$ cat src/rtl/brute_force_matcher_dispatch_feeder_if.sv
// Load-side bus between the brute-force matcher controller feeder and its request source / dispatch unit.
// The master modport is the feeder; the slave modport is whatever sits on the other side.
interface brute_force_matcher_dispatch_feeder_if #(
    parameter int C_BEAT_WIDTH    = 512,
    parameter int C_CELL_ID_WIDTH = 16
);
    logic                                  req_valid;
    logic                                  req_ready;
    logic [1:0]                            req_buffer_select;
    logic [15:0]                           req_kp_count;
    logic                                  src_valid;
    logic                                  src_ready;
    logic [C_BEAT_WIDTH-1:0]               src_data;
    logic [C_CELL_ID_WIDTH-1:0]            src_cell_id;
    logic                                  begin_load_fifo;
    logic [1:0]                            descriptor_buffer_select;
    logic [15:0]                           total_keypoint_load_count;
    logic                                  dispatch_unit_datain_valid;
    logic [C_BEAT_WIDTH+C_CELL_ID_WIDTH-1:0] dispatch_unit_datain;
    logic                                  dispatch_unit_done_buffer_load;
    logic                                  feeder_busy;
    logic                                  err_timeout;
    logic                                  err_early_done;

    modport master (
        input  req_valid, req_buffer_select, req_kp_count,
        input  src_valid, src_data, src_cell_id,
        input  dispatch_unit_done_buffer_load,
        output req_ready, src_ready, begin_load_fifo,
        output descriptor_buffer_select, total_keypoint_load_count,
        output dispatch_unit_datain_valid, dispatch_unit_datain,
        output feeder_busy, err_timeout, err_early_done
    );

    modport slave (
        output req_valid, req_buffer_select, req_kp_count,
        output src_valid, src_data, src_cell_id,
        output dispatch_unit_done_buffer_load,
        input  req_ready, src_ready, begin_load_fifo,
        input  descriptor_buffer_select, total_keypoint_load_count,
        input  dispatch_unit_datain_valid, dispatch_unit_datain,
        input  feeder_busy, err_timeout, err_early_done
    );
endinterface

$ cat src/rtl/brute_force_matcher_dispatch_feeder.sv
// Feeds the dispatch unit's load port: one request -> begin pulse, gap, count*C_BEATS_PER_KP beats, done wait.
// The dispatch unit cannot stall, so all pacing and beat accounting lives here; every output is registered.
module brute_force_matcher_dispatch_feeder #(
    parameter int C_BEAT_WIDTH    = 512,
    parameter int C_CELL_ID_WIDTH = 16,
    parameter int C_BEATS_PER_KP  = 4,
    parameter int C_DONE_TIMEOUT  = 1024
) (
    input  logic clk,
    input  logic rst_n,
    brute_force_matcher_dispatch_feeder_if.master bus
);
    localparam int BEAT_W  = (C_BEATS_PER_KP > 1) ? $clog2(C_BEATS_PER_KP) : 1;
    localparam int TIMER_W = (C_DONE_TIMEOUT > 1) ? $clog2(C_DONE_TIMEOUT) : 1;
    localparam int OUT_W   = C_BEAT_WIDTH + C_CELL_ID_WIDTH;

    typedef enum logic [2:0] {
        S_IDLE,
        S_BEGIN,
        S_GAP,
        S_STREAM,
        S_WAIT_DONE
    } state_t;

    state_t              state;
    logic [15:0]         kp_remaining;
    logic [BEAT_W-1:0]   beat_cnt;
    logic [TIMER_W-1:0]  timer;

    logic beat_accept;
    logic last_beat_of_kp;
    assign beat_accept     = bus.src_valid && bus.src_ready;
    assign last_beat_of_kp = (beat_cnt == BEAT_W'(C_BEATS_PER_KP - 1));

    // Handshake flags (req_ready, src_ready, feeder_busy) are set on the transition into the state they belong to.
    always_ff @(posedge clk or negedge rst_n) begin
        if (!rst_n) begin
            state                          <= S_IDLE;
            kp_remaining                   <= '0;
            beat_cnt                       <= '0;
            timer                          <= '0;
            bus.req_ready                  <= 1'b0;
            bus.src_ready                  <= 1'b0;
            bus.begin_load_fifo            <= 1'b0;
            bus.descriptor_buffer_select   <= '0;
            bus.total_keypoint_load_count  <= '0;
            bus.dispatch_unit_datain_valid <= 1'b0;
            bus.dispatch_unit_datain       <= '0;
            bus.feeder_busy                <= 1'b0;
            bus.err_timeout                <= 1'b0;
            bus.err_early_done             <= 1'b0;
        end else begin
            bus.begin_load_fifo            <= 1'b0;
            bus.dispatch_unit_datain_valid <= 1'b0;

            case (state)
                S_IDLE: begin
                    if (bus.req_valid && bus.req_ready) begin
                        bus.descriptor_buffer_select  <= bus.req_buffer_select;
                        bus.total_keypoint_load_count <= bus.req_kp_count;
                        kp_remaining                  <= bus.req_kp_count;
                        beat_cnt                      <= '0;
                        bus.err_timeout               <= 1'b0;
                        bus.err_early_done            <= 1'b0;
                        bus.begin_load_fifo           <= 1'b1;
                        bus.req_ready                 <= 1'b0;
                        bus.feeder_busy               <= 1'b1;
                        state                         <= S_BEGIN;
                    end else begin
                        bus.req_ready <= 1'b1;
                    end
                end

                S_BEGIN: begin
                    if (bus.dispatch_unit_done_buffer_load) bus.err_early_done <= 1'b1;
                    state <= S_GAP;
                end

                // The gap cycle lets the dispatch unit settle into its load state before any beat.
                S_GAP: begin
                    if (bus.dispatch_unit_done_buffer_load) bus.err_early_done <= 1'b1;
                    if (kp_remaining == 16'd0) begin
                        timer <= '0;
                        state <= S_WAIT_DONE;
                    end else begin
                        bus.src_ready <= 1'b1;
                        state         <= S_STREAM;
                    end
                end

                S_STREAM: begin
                    if (bus.dispatch_unit_done_buffer_load) bus.err_early_done <= 1'b1;
                    if (beat_accept) begin
                        bus.dispatch_unit_datain_valid <= 1'b1;
                        bus.dispatch_unit_datain       <= OUT_W'({bus.src_cell_id, bus.src_data});
                        if (last_beat_of_kp) begin
                            beat_cnt     <= '0;
                            kp_remaining <= kp_remaining - 16'd1;
                            if (kp_remaining == 16'd1) begin
                                bus.src_ready <= 1'b0;
                                timer         <= '0;
                                state         <= S_WAIT_DONE;
                            end
                        end else begin
                            beat_cnt <= beat_cnt + BEAT_W'(1);
                        end
                    end
                end

                S_WAIT_DONE: begin
                    if (bus.dispatch_unit_done_buffer_load) begin
                        bus.feeder_busy <= 1'b0;
                        bus.req_ready   <= 1'b1;
                        state           <= S_IDLE;
                    end else if (timer == TIMER_W'(C_DONE_TIMEOUT - 1)) begin
                        bus.err_timeout <= 1'b1;
                        bus.feeder_busy <= 1'b0;
                        bus.req_ready   <= 1'b1;
                        state           <= S_IDLE;
                    end else begin
                        timer <= timer + TIMER_W'(1);
                    end
                end

                default: begin
                    bus.src_ready   <= 1'b0;
                    bus.feeder_busy <= 1'b0;
                    state           <= S_IDLE;
                end
            endcase
        end
    end
endmodule
$ cat src/flat_wrapper.sv
// flat-port wrapper written by rule: the top's interface ports become plain ports
module brute_force_matcher_dispatch_feeder_flat 
#(
    parameter int C_BEAT_WIDTH    = 512,
    parameter int C_CELL_ID_WIDTH = 16,
    parameter int C_BEATS_PER_KP  = 4,
    parameter int C_DONE_TIMEOUT  = 1024
)
  (clk, rst_n, bus_req_valid, bus_req_buffer_select, bus_req_kp_count, bus_src_valid, bus_src_data, bus_src_cell_id, bus_dispatch_unit_done_buffer_load, bus_req_ready, bus_src_ready, bus_begin_load_fifo, bus_descriptor_buffer_select, bus_total_keypoint_load_count, bus_dispatch_unit_datain_valid, bus_dispatch_unit_datain, bus_feeder_busy, bus_err_timeout, bus_err_early_done);
  brute_force_matcher_dispatch_feeder_if #(.C_BEAT_WIDTH(C_BEAT_WIDTH), .C_CELL_ID_WIDTH(C_CELL_ID_WIDTH)) bus_i ();
  input  logic clk;
  input  logic rst_n;
  input wire logic [$bits(bus_i.req_valid)-1:0] bus_req_valid;
  input wire logic [$bits(bus_i.req_buffer_select)-1:0] bus_req_buffer_select;
  input wire logic [$bits(bus_i.req_kp_count)-1:0] bus_req_kp_count;
  input wire logic [$bits(bus_i.src_valid)-1:0] bus_src_valid;
  input wire logic [$bits(bus_i.src_data)-1:0] bus_src_data;
  input wire logic [$bits(bus_i.src_cell_id)-1:0] bus_src_cell_id;
  input wire logic [$bits(bus_i.dispatch_unit_done_buffer_load)-1:0] bus_dispatch_unit_done_buffer_load;
  output wire logic [$bits(bus_i.req_ready)-1:0] bus_req_ready;
  output wire logic [$bits(bus_i.src_ready)-1:0] bus_src_ready;
  output wire logic [$bits(bus_i.begin_load_fifo)-1:0] bus_begin_load_fifo;
  output wire logic [$bits(bus_i.descriptor_buffer_select)-1:0] bus_descriptor_buffer_select;
  output wire logic [$bits(bus_i.total_keypoint_load_count)-1:0] bus_total_keypoint_load_count;
  output wire logic [$bits(bus_i.dispatch_unit_datain_valid)-1:0] bus_dispatch_unit_datain_valid;
  output wire logic [$bits(bus_i.dispatch_unit_datain)-1:0] bus_dispatch_unit_datain;
  output wire logic [$bits(bus_i.feeder_busy)-1:0] bus_feeder_busy;
  output wire logic [$bits(bus_i.err_timeout)-1:0] bus_err_timeout;
  output wire logic [$bits(bus_i.err_early_done)-1:0] bus_err_early_done;
  assign bus_i.req_valid = bus_req_valid;
  assign bus_i.req_buffer_select = bus_req_buffer_select;
  assign bus_i.req_kp_count = bus_req_kp_count;
  assign bus_i.src_valid = bus_src_valid;
  assign bus_i.src_data = bus_src_data;
  assign bus_i.src_cell_id = bus_src_cell_id;
  assign bus_i.dispatch_unit_done_buffer_load = bus_dispatch_unit_done_buffer_load;
  assign bus_req_ready = bus_i.req_ready;
  assign bus_src_ready = bus_i.src_ready;
  assign bus_begin_load_fifo = bus_i.begin_load_fifo;
  assign bus_descriptor_buffer_select = bus_i.descriptor_buffer_select;
  assign bus_total_keypoint_load_count = bus_i.total_keypoint_load_count;
  assign bus_dispatch_unit_datain_valid = bus_i.dispatch_unit_datain_valid;
  assign bus_dispatch_unit_datain = bus_i.dispatch_unit_datain;
  assign bus_feeder_busy = bus_i.feeder_busy;
  assign bus_err_timeout = bus_i.err_timeout;
  assign bus_err_early_done = bus_i.err_early_done;
  brute_force_matcher_dispatch_feeder #(.C_BEAT_WIDTH(C_BEAT_WIDTH), .C_CELL_ID_WIDTH(C_CELL_ID_WIDTH), .C_BEATS_PER_KP(C_BEATS_PER_KP), .C_DONE_TIMEOUT(C_DONE_TIMEOUT)) u_core (.clk(clk), .rst_n(rst_n), .bus(bus_i));
endmodule
$ cat config.mk
export PLATFORM = sky130hd
export DESIGN_NAME = brute_force_matcher_dispatch_feeder_flat
export DESIGN_NICKNAME = d
export VERILOG_FILES = /design/src/rtl/brute_force_matcher_dispatch_feeder_if.sv /design/src/rtl/brute_force_matcher_dispatch_feeder.sv /design/src/flat_wrapper.sv
export SDC_FILE = /design/constraint.sdc
export NUM_CORES = 1
export LEC_CHECK = 0
export ABC_AREA = 1
export CORE_AREA = 2 2 434 436
export CTS_BUF_LIST = sky130_fd_sc_hd__clkbuf_4
export DETAILED_ROUTE_END_ITERATION = 16
export DIE_AREA = 0 0 436 438
export DONT_BUFFER_PORTS = 1
export SYNTH_ARGS = -nofsm -noshare
export SYNTH_HDL_FRONTEND = slang
export SYNTH_SLANG_ARGS = --single-unit
$ cat constraint.sdc
create_clock -name clk -period 2.5 [get_ports clk]
set_clock_uncertainty 0.05 [all_clocks]
set_input_delay 0.125 -clock clk [delete_from_list [all_inputs] [get_ports clk]]
set_output_delay 0.125 -clock clk [all_outputs]
set_load 0.05 [all_outputs]
==> impl_metrics.py, run 1 <==
metrics = {
    "clock_network": {
        "cts_max_path_buffers": 3,
        "htreeDepth": 4,
        "cts_setup_buffers": 0,
        "cts_resized": 6,
        "clock_sinks": 584,
        "clockRootBuffer": "clkbuf_4",
        "cts_buffers": 178,
        "cts_hold_buf": 1080,
    },
    "logic_synthesis": {
        "synth.avg_cell_area_um2": 8.652,
        "syn_area_um2": 22920,
        "synth_cells": 2649,
        "synth_xor_area_share_pct": 0.3822,
        "yosysUniqueCellTypes": 34,
        "synth-simple-area-share_pct": 30.23,
        "synth_warnings": 0,
        "synth_mux_area_share_pct": 0,
        "synth_top_family_by_area": "simple AND/OR/NAND/NOR gates",
        "yosys.area_share.adder_pct": 0.2730,
        "ys_seq_elements": 584,
        "synth-compound-area-share_pct": 1.611,
        "syn-num-nets": 3205,
        "synth.yosys.seq_area_share_pct": 63.77,
    },
    "outcome": {
        "lastStage": "clock tree synthesis (4_1_cts)",
        "error_line": "[ERROR RSZ-0060] Max buffer count reached.",
        "status": "did not finish",
    },
    "placed_design": {
        "place_hpwl_mm": 113.9,
        "portBuffers": 0,
        "place_inst": 5090,
        "place_congestion": 0.9506,
    },
    "die": {
        "die_w_um": 436,
        "start_util_pct": 12.28,
        "die_y_um": 438,
        "rows": 159,
        "num_io_pins": 1104,
    },
}
## Yosys cell counts
library cell,instances,area (µm²)
nor2_4,3,33.78
inv_1,42,157.7
a21oi_1,13,65.06
nand2_4,4,45.04
nand2_2,5,31.28
nor2_8,1,20.02
nor2_2,4,25.02
a31oi_1,1,6.260
o211ai_1,2,15.01
a22oi_1,1,7.510
o21bai_1,10,75.07
buf_6,3,33.78
clkinv_2,1,5.000
nand2_1,1724,6471
nand3b_1,1,7.510
o21ai_0,30,150.1
clkbuf_1,4,15.01
o21ai_1,5,25.02
buf_4,11,82.58
dfrtp_1,584,14610
o311ai_0,1,8.760
buf_2,108,540.5
buf_1,2,7.510
nor2_1,45,168.9
a22o_1,1,8.760
nor3b_1,1,7.510
nor3_1,2,10.01
nand3_2,1,10.01
o21a_1,1,7.510
nand4_1,2,12.51
xor2_1,10,87.58
ha_1,5,62.56
nand3_1,17,85.08
inv_2,4,15.01
## kinds of logic after synthesis
family | count (synthesis)
AO/OA/AOI/OAI | 65
AND/OR/NAND/NOR | 1810
adder cells (fa/ha/maj) | 5
XOR/XNOR | 10
buffers and inverters | 175
flip-flops | 584
## per-stage QoR
stage,instance area [µm²],hold slack [ns],utilization (%),setup slack [ns]
3_3_place_gp,26070,-0.2007,13.97,0.5068
3_5_place_dp,26070,-0.2002,13.97,0.4503
2_1_floorplan,22920,-0.2206,-,0.8594
==> run 2, diff against run 1 <==
- CORE_AREA: 2 2 434 436 -> 2 2 432 434
- CTS_BUF_LIST: sky130_fd_sc_hd__clkbuf_4 -> not set
- DIE_AREA: 0 0 436 438 -> 0 0 434 436
- PLACE_DENSITY_LB_ADDON: not set -> 0.15
==> run 2 against run 1 <==
Effect of this change:
- synthesized area unchanged
- the flow now finishes, with violations (hold timing)
- synthesized cell count unchanged
==> impl_metrics.py, run 2 <==
metrics = {
    "outcome": {
        "status": "finished, violations left",
        "violations": "hold timing",
    },
    "drt": {
        "firstDrtPassIters": 5,
        "viasPerCell": 3.432,
        "vias": 21180,
        "antenna_left": 0,
        "wl_per_cell_um": 19.71,
        "wl_mm": 121.7,
        "drc": 0,
        "drtIter0Drc": 1081,
    },
    "die": {
        "die_area_um2": 189200,
        "die_w_um": 434,
        "start_util_pct": 12.41,
        "die_y_um": 436,
        "num_io_pins": 1104,
        "rows": 158,
        "coreArea_um2": 184600,
    },
    "layout": {
        "seq_area_um2": 14610,
        "nFillCells": 20480,
        "multiInputGateArea_um2": 7456,
        "top_register": "u_core.bus.dispatch_unit_datain",
        "reg_top3": "u_core.bus.dispatch_unit_datain: 528 flops, u_core.bus.total_keypoint_load_count: 16 flops, u_core.kp_remaining: 16 flops",
        "layout_commonest_cell": "nand2_1",
        "area_growth_pct": 67.83,
        "nNetsFinal": 4175,
        "mostFrequentLayoutCells": "nand2_1 (1,724), dlygate4sd3_1 (949), dfrtp_1 (584), clkbuf_16 (82), buf_4 (47)",
        "final_cells": 6172,
        "largest_reg_flops": 528,
        "drive_gt1_share_pct": 5.890,
    },
    "run": {
        "max_cap_viol_count": 0,
    },
    "pwr": {
        "p_int_mw": 24.89,
        "swShare_pct": 54.99,
        "clkPwrFrac_pct": 22.6,
        "p_leak_nw": 17.67,
        "powerDensity_nw_per_um2": 1438,
        "irDropWorstVdd_mv": 0.7080,
        "sequentialPowerShare_pct": 61.3,
        "combPwrFrac_pct": 16.2,
        "switching_power_mw": 30.41,
    },
    "logic_synthesis": {
        "synth_warnings": 0,
        "yosys.area_share.adder_pct": 0.2730,
        "synth_ff_type": "dfrtp_1",
        "synth_cells": 2649,
        "syn-num-nets": 3205,
        "synth_edf_count": 0,
        "synth-simple-area-share_pct": 30.23,
        "yosysMostFrequentCell": "nand2_1",
        "yosysTopAreaCell": "dfrtp_1",
        "synth.yosys.seq_area_share_pct": 63.77,
        "async_flop_share_pct": 100.0,
        "syn_area_um2": 22920,
        "synth-compound-area-share_pct": 1.611,
        "synthTopCellsByCount": "nand2_1 (1,724), dfrtp_1 (584), buf_2 (108)",
        "synth_xor_area_share_pct": 0.3822,
        "synth.avg_cell_area_um2": 8.652,
        "yosys-top-cells-area": "dfrtp_1 (64%), nand2_1 (28%), buf_2 (2.4%)",
        "yosysUniqueCellTypes": 34,
        "ys_seq_elements": 584,
        "synth_top_area_share_pct": 63.77,
        "synth_top_family_by_area": "simple AND/OR/NAND/NOR gates",
        "synth_mux_area_share_pct": 0,
    },
    "global_route": {
        "grt_overflow": 0,
        "track_usage_pct": 12.59,
        "grt_use_met1_pct": 15.25,
        "grt_max_degree": 585,
        "antenna_found_initial": 27,
        "grtUsageMet2_pct": 21.60,
        "grt_pass1_vias": 22500,
        "top_usage_layer": "met2",
        "grt_pass1_wl_mm": 172.2,
        "grtUsageMet3_pct": 2.933,
    },
    "critical_path": {
        "setup.worst_path.class": "flop to flop",
        "cp.arrival_ns": 2.92,
        "required_ns": 3.08,
        "worstSetupStartpoint": "u_core.state[2]",
        "cp_max_fo": 45,
        "reg2reg_from": "u_core.state[2]",
        "start_kind": "flop",
        "end_kind": "flop",
    },
    "placed_design": {
        "place_congestion": 0.9172,
        "place_hpwl_mm": 88.73,
        "place_inst": 5063,
        "portBuffers": 0,
    },
    "clock_network": {
        "clkLatencyLatePin_ns": 0.70,
        "cts_hold_buf": 949,
        "clock_sinks": 584,
        "path_clk_slew_ns": 0.06,
        "cts_max_path_buffers": 3,
        "tritoncts": "built",
        "clockRootBuffer": "clkbuf_16",
        "cts_buffers": 81,
        "htreeDepth": 3,
    },
    "sta": {
        "rsz0062_at_grt": "false",
        "period_needed_ns": 2.340,
        "setup_tns_ns": 0,
        "hold_slack_ns": -0.6322,
        "worst_pin_slew_ns": 1.021,
        "hold_violations": 156,
        "slew_violations": 0,
        "setup_viol": 0,
        "fin_crit_sh_pct": 93.59,
        "clock.fmax_mhz": 427.4,
        "slew_headroom_pct": 31.97,
    },
    "worst_hold_path": {
        "hp-class": "input port to asynchronous set/reset pin",
    },
}
==> run 2: critical path: stages (launching register included) <==
cell and delay (ns):
dfrtp_1 0.41, inv_2 0.10, nand2_4 0.07, nor2_8 0.13, nand2_8 0.18, clkinv_16 0.21
buf_16 0.26, nand2_1 0.14, nand2_1 0.08, dlygate4sd3_1 0.54
==> run 2: logic make-up after synthesis <==
logic type	after synthesis
simple gates	1810
compound gates	65
xor+xnor	10
buf+inv	175
fa+ha+maj	5
flops	584
==> run 2: final cells by class <==
class                   instances  area share [%]
diodes                          8         0.05205
clock buffers                 113           5.924
clock inverters                35           1.376
inverters                      47          0.5270
multi-input cells            1890           19.38
flip-flops and latches        584           37.99
well taps                    2480           8.067
repair buffers               1015           26.67
==> run 2: power groups by stage <==
stage / Sequential, mW / Combinational (mW) / Clock [mW]
detailed placement: 34.3 / 7.41 / 0
CTS: 34.2 / 8.87 / 13.0
floorplan: 31.5 / 5.47 / 0
global placement: 34.5 / 7.32 / 0
global route: 34.4 / 10.4 / 13.4
finish: 33.9 / 8.95 / 12.5
==> run 2: worst paths after layout <==
kind | to | slack (ns) | cells after the start
max | u_core.bus.dispatch_unit_datain[394] | 0.16 | 9
min reg2reg | u_core.bus.dispatch_unit_datain[99] | 0.45 | 2
max reg2reg | u_core.bus.dispatch_unit_datain[394] | 0.16 | 9
max in group asynchronous | u_core.bus.dispatch_unit_datain[234] | 0.76 | 3
min | u_core.bus.dispatch_unit_datain[29] | -0.63 | 1
min in group clk | u_core.bus.dispatch_unit_datain[483] | 0.09 | 3
==> run 2: metrics by stage <==
step           power (mW)  util [%]  hold WS (ns)  setup WS [ns]  area [µm²]
2_1_floorplan       36.93         -       -0.2206         0.8594       22920
3_3_place_gp        41.84     14.08       -0.2058         0.3600       25990
3_5_place_dp        41.75     14.08       -0.2074         0.3473       25990
4_1_cts             56.03     20.74        -1.051        0.02558       38300
5_1_grt             58.18     20.83       -0.6228       0.003049       38450
6_report            55.30     20.83       -0.6322         0.1602       38460
==> run 2: what timing repair did <==
action / CTS / global route
gates resized for setup: 0 / 5
endpoints found under the hold margin: 1167 / 153
buffers inserted: 0 / 0
setup endpoints to repair: 0 / 71
==> run 2: metal layers <==
| metal | vias to the layer above | routed length (µm) |
|---|---|---|
| li1 | 9980 | - |
| met1 | 10330 | 49540 |
| met2 | 679 | 61370 |
| met3 | 169 | 7100 |
| met4 | 18 | 3539 |
| met5 | - | 115 |
Note: power is estimated with default switching activity, not from simulation.
